**config.mk**
```make
export PLATFORM = sky130hd
export DESIGN_NAME = imm_encoder
export DESIGN_NICKNAME = d
export VERILOG_FILES = /design/src/rtl/core_pkg.sv /design/src/rtl/imm_pack.sv /design/src/rtl/imm_encoder.sv
export SDC_FILE = /design/constraint.sdc
export NUM_CORES = 1
export LEC_CHECK = 0
export CORE_ASPECT_RATIO = 1.4
export CORE_MARGIN = 2
export CORE_UTILIZATION = 50
export DETAILED_ROUTE_END_ITERATION = 10
export PLACE_DENSITY = 0.84
export SLEW_MARGIN = 20
export SYNTH_ARGS = -nofsm -noshare
export SYNTH_HDL_FRONTEND = slang
export SYNTH_SLANG_ARGS = --single-unit
```
**constraint.sdc**
```tcl
create_clock -name clk -period 2.45 [get_ports clk]
set_input_delay 0.3675 -clock clk [delete_from_list [all_inputs] [get_ports clk]]
set_output_delay 0.3675 -clock clk [all_outputs]
set_load 0.005 [all_outputs]
```
**src/rtl/core_pkg.sv**
```systemverilog
// Shared definitions for the immediate encoder: ImmSrc codes, range limits, S1 entry layout.
// The range limits are only consumed when IMM_RANGE_CHECK_EN is defined.
package core_pkg;

  localparam logic [2:0] IMM_I = 3'b000;
  localparam logic [2:0] IMM_S = 3'b001;
  localparam logic [2:0] IMM_B = 3'b010;
  localparam logic [2:0] IMM_J = 3'b011;
  localparam logic [2:0] IMM_U = 3'b100;

  localparam int signed IMM12_MIN = -2048;
  localparam int signed IMM12_MAX = 2047;
  localparam int signed IMM_B_MIN = -4096;
  localparam int signed IMM_B_MAX = 4094;
  localparam int signed IMM_J_MIN = -1048576;
  localparam int signed IMM_J_MAX = 1048574;

  typedef struct packed {
    logic [31:0] inst;
    logic [31:0] imm;
    logic [2:0]  immsrc;
  } s1_entry_t;

  function automatic logic imm_outside(input logic [31:0] imm, input int signed lo,
                                       input int signed hi);
    return ($signed(imm) < lo) || ($signed(imm) > hi);
  endfunction

endpackage

```
**src/rtl/imm_pack.sv**
```systemverilog
// Combinational field packer: scatters an immediate into an RV32 instruction word.
// Optional IMM_RANGE_CHECK_EN flags immediates not representable in the selected format.
module imm_pack
  import core_pkg::*;
(
  input  logic [31:0] inst_i,
  input  logic [31:0] imm_i,
  input  logic [2:0]  immsrc_i,
  output logic [31:0] inst_o,
  output logic        err_o
);

  logic illegal;
  logic range_err;

  always_comb begin
    inst_o  = inst_i;
    illegal = 1'b0;
    case (immsrc_i)
      IMM_I:   inst_o = {imm_i[11:0], inst_i[19:0]};
      IMM_S:   inst_o = {imm_i[11:5], inst_i[24:12], imm_i[4:0], inst_i[6:0]};
      IMM_B:   inst_o = {imm_i[12], imm_i[10:5], inst_i[24:12], imm_i[4:1], imm_i[11],
                         inst_i[6:0]};
      IMM_J:   inst_o = {imm_i[20], imm_i[10:1], imm_i[11], imm_i[19:12], inst_i[11:0]};
      IMM_U:   inst_o = {imm_i[31:12], inst_i[11:0]};
      default: illegal = 1'b1;
    endcase
  end

`ifdef IMM_RANGE_CHECK_EN
  always_comb begin
    range_err = 1'b0;
    case (immsrc_i)
      IMM_I, IMM_S: range_err = imm_outside(imm_i, IMM12_MIN, IMM12_MAX);
      IMM_B:        range_err = imm_outside(imm_i, IMM_B_MIN, IMM_B_MAX) || imm_i[0];
      IMM_J:        range_err = imm_outside(imm_i, IMM_J_MIN, IMM_J_MAX) || imm_i[0];
      IMM_U:        range_err = (imm_i[11:0] != 12'h000);
      default:      range_err = 1'b0;
    endcase
  end
`else
  assign range_err = 1'b0;
`endif

  assign err_o = illegal || range_err;

endmodule

```
**src/rtl/imm_encoder.sv**
```systemverilog
// Two-stage immediate encoder with valid/ready on both sides (S1 = captured request, S2 = packed result).
// Define IMM_RANGE_CHECK_EN to also flag out-of-range immediates on out_err.
module imm_encoder
  import core_pkg::*;
#(
  parameter int XLEN  = 32,
  parameter int CNT_W = 16
) (
  input  logic             clk,
  input  logic             rst_n,
  input  logic             in_valid,
  output logic             in_ready,
  input  logic [XLEN-1:0]  in_inst,
  input  logic [XLEN-1:0]  in_imm,
  input  logic [2:0]       in_immsrc,
  output logic             out_valid,
  input  logic             out_ready,
  output logic [XLEN-1:0]  out_inst,
  output logic             out_err,
  output logic [CNT_W-1:0] enc_count
);

  logic             s1_valid_q, s1_valid_d;
  s1_entry_t        s1_q, s1_d;
  logic             s2_valid_q, s2_valid_d;
  logic [31:0]      s2_inst_q, s2_inst_d;
  logic             s2_err_q, s2_err_d;
  logic [CNT_W-1:0] cnt_q, cnt_d;

  logic        s2_adv;
  logic        s1_adv;
  logic [31:0] pack_inst;
  logic        pack_err;

  // S1 may refill in the same cycle S2 drains, so in_ready looks through to out_ready.
  assign s2_adv   = !s2_valid_q || out_ready;
  assign s1_adv   = !s1_valid_q || s2_adv;
  assign in_ready = s1_adv;

  imm_pack u_pack (
    .inst_i   (s1_q.inst),
    .imm_i    (s1_q.imm),
    .immsrc_i (s1_q.immsrc),
    .inst_o   (pack_inst),
    .err_o    (pack_err)
  );

  always_comb begin
    s1_valid_d = s1_valid_q;
    s1_d       = s1_q;
    s2_valid_d = s2_valid_q;
    s2_inst_d  = s2_inst_q;
    s2_err_d   = s2_err_q;
    cnt_d      = cnt_q;
    if (s1_adv) begin
      s1_valid_d = in_valid;
      if (in_valid) begin
        s1_d = '{inst: in_inst, imm: in_imm, immsrc: in_immsrc};
      end
    end
    if (s2_adv) begin
      s2_valid_d = s1_valid_q;
      if (s1_valid_q) begin
        s2_inst_d = pack_inst;
        s2_err_d  = pack_err;
      end
    end
    if (s2_valid_q && out_ready) begin
      cnt_d = cnt_q + {{(CNT_W-1){1'b0}}, 1'b1};
    end
  end

  always_ff @(posedge clk or negedge rst_n) begin
    if (!rst_n) begin
      s1_valid_q <= 1'b0;
      s1_q       <= '0;
      s2_valid_q <= 1'b0;
      s2_inst_q  <= '0;
      s2_err_q   <= 1'b0;
      cnt_q      <= '0;
    end else begin
      s1_valid_q <= s1_valid_d;
      s1_q       <= s1_d;
      s2_valid_q <= s2_valid_d;
      s2_inst_q  <= s2_inst_d;
      s2_err_q   <= s2_err_d;
      cnt_q      <= cnt_d;
    end
  end

  assign out_valid = s2_valid_q;
  assign out_inst  = s2_inst_q;
  assign out_err   = s2_err_q;
  assign enc_count = cnt_q;

endmodule

```
# Word-level counts from Yosys, hierarchy flattened
# Index checks and enable logic that the tools add are counted.
# totals
mem_count,0
word_cells,24
ff_bits,118
output_inout_bits,51
latchBits,0
romBits,0
ram_bits,0
in_bits,71
# op_classes
reduce_logical,9
n_mux,2
n_div,0
n_mul,0
shift,0
add_sub_neg,1
bitwise_logic,0
order_cmp,0
eq_ne,4
# ops
cell,count
case mux 32 bit (5 select lines),1
adder 16 x 1 -> 16 bit (second input constant),1
== test 3 x 2 -> 1 bit (second input constant),2
OR reduction 5 bit,1
AND reduction 2 bit,2
== test 3 x 1 -> 1 bit (second input constant),1
== test 3 bit (second input constant),1
zero test 3 bit,1
zero test 1 bit,2
logical OR 1 bit,2
logical AND 1 bit,1
two-way mux 1 bit,1

# Logic depth before layout (Yosys ltp)
# depth
word_depth,4
ltp_mapped,6
ltp_nobuf,5

# Cells and area by module
# Synthesis repeated with hierarchy kept, for this count alone.
# hier_totals
hier_cells,396
area_unflattened_um2,5454.0
# modules_own_cells
module,area_each_um2,seq_area_each_um2,n_inst,cells_per_inst
imm_encoder,4606.9,2952.8,1,273
imm_pack,847.1,0.0,1,123

# Least setup slack after synthesis
# No wires, ideal clock.
# synth_timing
kind,reg-to-reg
startpoint,register s1_q[0] (netlist name)
endpoint,"register s2_inst_q[12], in the netlist out_inst[12]"
stages_incl_launch_ff,7
setup_time_ns,0.125
arrival_time_ns,1.430
setup_slack_ns,0.895
path_buffers,2
path_cell_list,dfrtp_1 -> buf_6 -> or2_1 -> buf_6 -> mux2i_4 -> mux2i_1 -> o21ai_2
# synth_between
elab_chain_cells,2
# synth_rtl
element,line_no,rtl
"start, declared",imm_encoder.sv:24,"s1_entry_t s1_q, s1_d;"
"start signal, assigned",imm_encoder.sv:76,s1_q <= '0;
"start signal, assigned",imm_encoder.sv:83,s1_q <= s1_d;
"== test 3 bit, or another cell as far along",imm_pack.sv:19,case (immsrc_i)
case mux 32 bit (5 select lines) *,imm_pack.sv:19,
"end signal, assigned",imm_encoder.sv:85,s2_inst_q <= s2_inst_d;
"end, declared",imm_encoder.sv:26,"logic [31:0] s2_inst_q, s2_inst_d;"
# Every way passes the cells marked *; elsewhere a longest branch is shown, timed or not.
# A chain may end at the register's enable or synchronous reset.

# Worst setup path after layout
# layout_timing
startpoint,register s1_q[1] (netlist name)
endpoint,"register s2_inst_q[10], in the netlist out_inst[10]"
# Same word-level chain as after synthesis.

==> flow_metrics.tcl <==
set metrics [dict create \
    cp_cell_sequence "xor2_1 > buf_4 > nor2b_1 > mux2i_1 > o21ai_1" \
    synthArstFlopShare 1.00 \
    cts_tree "built" \
    path_clk_slew_ns 0.05 \
    layout_min_cycle_time_ns 1.95 \
    cp-start-kind "register" \
    dp_hpwl_um 7520 \
    grt_pass1_wl_um 17500 \
    switchingPower_mw 1.56 \
    drive_above_1_share 0.221 \
    final_max_slew_viol_count 0 \
    viasPerCell 5.23 \
    hold_viol 0 \
    synthCells 389 \
    port_buffers 121 \
    ys.flop_type "dfrtp_1" \
    clock.fmax_ghz 0.512 \
    start_util 0.506 \
    worstMarginPinSlew_ns 0.592 \
    synth_area_leader_cell "dfrtp_1" \
    die_height_um 122 \
    setup_viol 0 \
    track_usage 0.220 \
    io_pins 122 \
    p_sw_frac 0.255 \
    yosys.area.top_type_share 0.596 \
    outcome "complete, no violations" \
    critPathRequiredTime_ns 2.73 \
    synth_top_family_by_area "multiplexers" \
    slew_headroom 0.604 \
    finish.net_count 591 \
    placed_cells 634 \
    crit_path_end_kind "register" \
    p_per_area_nw_per_um2 892 \
    synth_common_cells "118 x dfrtp_1, 68 x mux2_2, 59 x nand2_1" \
    cts.sinks 118 \
    power_mw 6.12 \
    crit_path_max_fanout 15 \
    period_share 0.797 \
    ys_seq_area_frac 0.596 \
    synth_compound_area_frac 0.0730 \
    synth.mux.area_fraction 0.185 \
    crit_type "register to register" \
    rows 43 \
    fin_cells 664 \
    syn_avg_cell_area_um2 12.7 \
    seqPwrFrac 0.423 \
    cts_setup_buffers 0 \
    yosysUniqueCellTypes 35 \
    drtIter0Drc 221 \
    synth_xor_area_frac 0.0283 \
    ir_drop_mv 0.752 \
    yosysWarningCount 0 \
    p_int_mw 4.56 \
    synth-adder-area-share 0.00253 \
    synth_seq_cells 118 \
    crit_family "flip-flops" \
    p_comb_frac 0.218 \
    slowest_stage "dfrtp_1" \
    die_w_um 88.1 \
    cts.root.buffer_cell "clkbuf_16" \
    synth_edf_count 0 \
    drt-total-wl_um 10900 \
    area_delta_synth_final_pct 38.6 \
    antenna_found_initial 0 \
    drcViolationCount 0 \
    fill_cells 715 \
    clock_latency_ns 0.41 \
    cap_violations 0 \
    overflow 0 \
    gp_congestion 0.781 \
    grt_start_max_net_pins 54 \
    synth_area_um2 4950 \
    min_path_type "register to register" \
    rsz0062_at_grt "false" \
    syn_nets 461 \
    cp_slowest_stage_delay_ns 0.61 \
    clkPwrFrac 0.358 \
    leakage_nw 2.98 \
    fin_tns_setup_ns 0 \
    grt_pass1_vias 3585 \
    die_area_um2 10700 \
    crit_buf_inv 1 \
    wire_per_inst_um 16.4 \
    synthSimpleGateAreaFrac 0.0909 \
    cp.arrival_ns 2.23 \
    cts_made_buffers 17 \
    clk_path_buf_depth 2 \
    htreeDepth 4 \
    synthTopCellsByArea "dfrtp_1 60%, mux2_2 15%, nand2_1 4.5%, mux2i_1 2.6%, xnor2_1 1.8%" \
    postRouteAntennaNets 0 \
    skew_ns 0.00658 \
    yosysMostFrequentCell "dfrtp_1" \
    drt-pass1-iter-count 4 \
    num_antenna_cells 0 \
    vias 3474 \
    core-area_um2 9790 \
]
## registers in the layout, indices dropped and copies added (netlist names)
| register | cells |
|---|---|
| s1_valid_q | 1 |
| s1_q | 67 |
| out_valid | 1 |
| out_err | 1 |
| out_inst | 32 |
| enc_count | 16 |
## placed cells by master, fill, tap and decap left out, drive strengths merged, types with 2 or more instances in the layout
cell           instances
clkdlybuf4s50        120
dfrtp                118
mux2                  68
nand2                 59
clkbuf                25
o21ai                 15
nor2                  14
mux2i                 14
a21oi                 11
buf                   11
xnor2                 10
a311oi                 7
a21o                   6
xor2                   6
a22oi                  5
nand3                  5
nand2b                 4
a22o                   4
and4                   4
clkinv                 4
and3                   3
nand3b                 2
and2                   2
nor3b                  2
nand4                  2
## logic make-up (layout without fill, tap and decap cells)
group | after synthesis | after routing
XOR/XNOR | 16 | 16
AO/OA/AOI/OAI | 51 | 51
flip-flops | 118 | 118
buffers and inverters | 21 | 161
AND/OR/NAND/NOR | 100 | 100
multiplexers | 82 | 82
adder cells (fa/ha/maj) | 1 | 1
## worst reg2reg max path, delay by kind of cell (launching register included)
kind	cells	cell delay [ns]
xor gates and xnor gates	1	0.19
buffers and inverters	1	0.18
AOI/OAI and AO/OA	1	0.07
and+or+nand+nor	1	0.50
muxes	1	0.28
DFF	1	0.61
## power groups by stage
stage	registers, mW	logic, mW	clock network [mW]
6_report	2.59	1.34	2.19
4_1_cts	2.59	1.35	2.25
3_5_place_dp	2.61	1.34	0
5_1_grt	2.63	1.45	2.33
3_3_place_gp	2.59	1.30	0
2_1_floorplan	2.56	0.654	0
## repair_timing
action / CTS / global route
resized for setup: 0 / 0
hold buffers: 1 / 0
endpoints found under the hold margin: 39 / 0
## per-layer routing
layer	GRT usage	vias to the layer above	wire [µm]
met2	0.365	105	5740
met3	0.0589	20	488
met1	0.268	1731	4390
met5	0	-	0
met4	0.101	0	261
li1	-	1618	-
## through the flow
| stage | instance area, µm² | utilization | worst slack [ns] | hold slack (ns) |
|---|---|---|---|---|
| after floorplan | 4950 | - | 0.895 | 0.0719 |
| after global placement | 6320 | 0.645 | 0.380 | 0.374 |
| after detailed placement | 6320 | 0.645 | 0.338 | 0.380 |
| after CTS | 6860 | 0.701 | 0.465 | 0.466 |
| after global routing | 6860 | 0.701 | 0.351 | 0.480 |
| final | 6860 | 0.701 | 0.497 | 0.466 |
## layout make-up
type,count,area [µm²],share of cell area
multi-input cells,250,1890,0.275
clock buffers,25,515,0.0751
repair buffers,132,1320,0.192
flip-flops and latches,118,2950,0.430
clock inverters,4,20.0,0.00292
well taps,135,169,0.0246
## path summary, 6_finish.rpt
| kind | from | end | slack [ns] | cells after the start |
|---|---|---|---|---|
| hold / removal | s1_q[37] | out_inst[2] | 0.47 | 2 |
| min in group asynchronous | rst_n | out_inst[25] | 0.49 | 2 |
| setup / recovery | s1_q[1] | out_inst[10] | 0.50 | 5 |
| hold reg to reg | s1_q[37] | out_inst[2] | 0.47 | 2 |
| max in group asynchronous | rst_n | s1_q[19] | 1.23 | 3 |
| setup reg to reg | s1_q[1] | out_inst[10] | 0.50 | 5 |
Note: power is estimated with default switching activity, not from simulation.
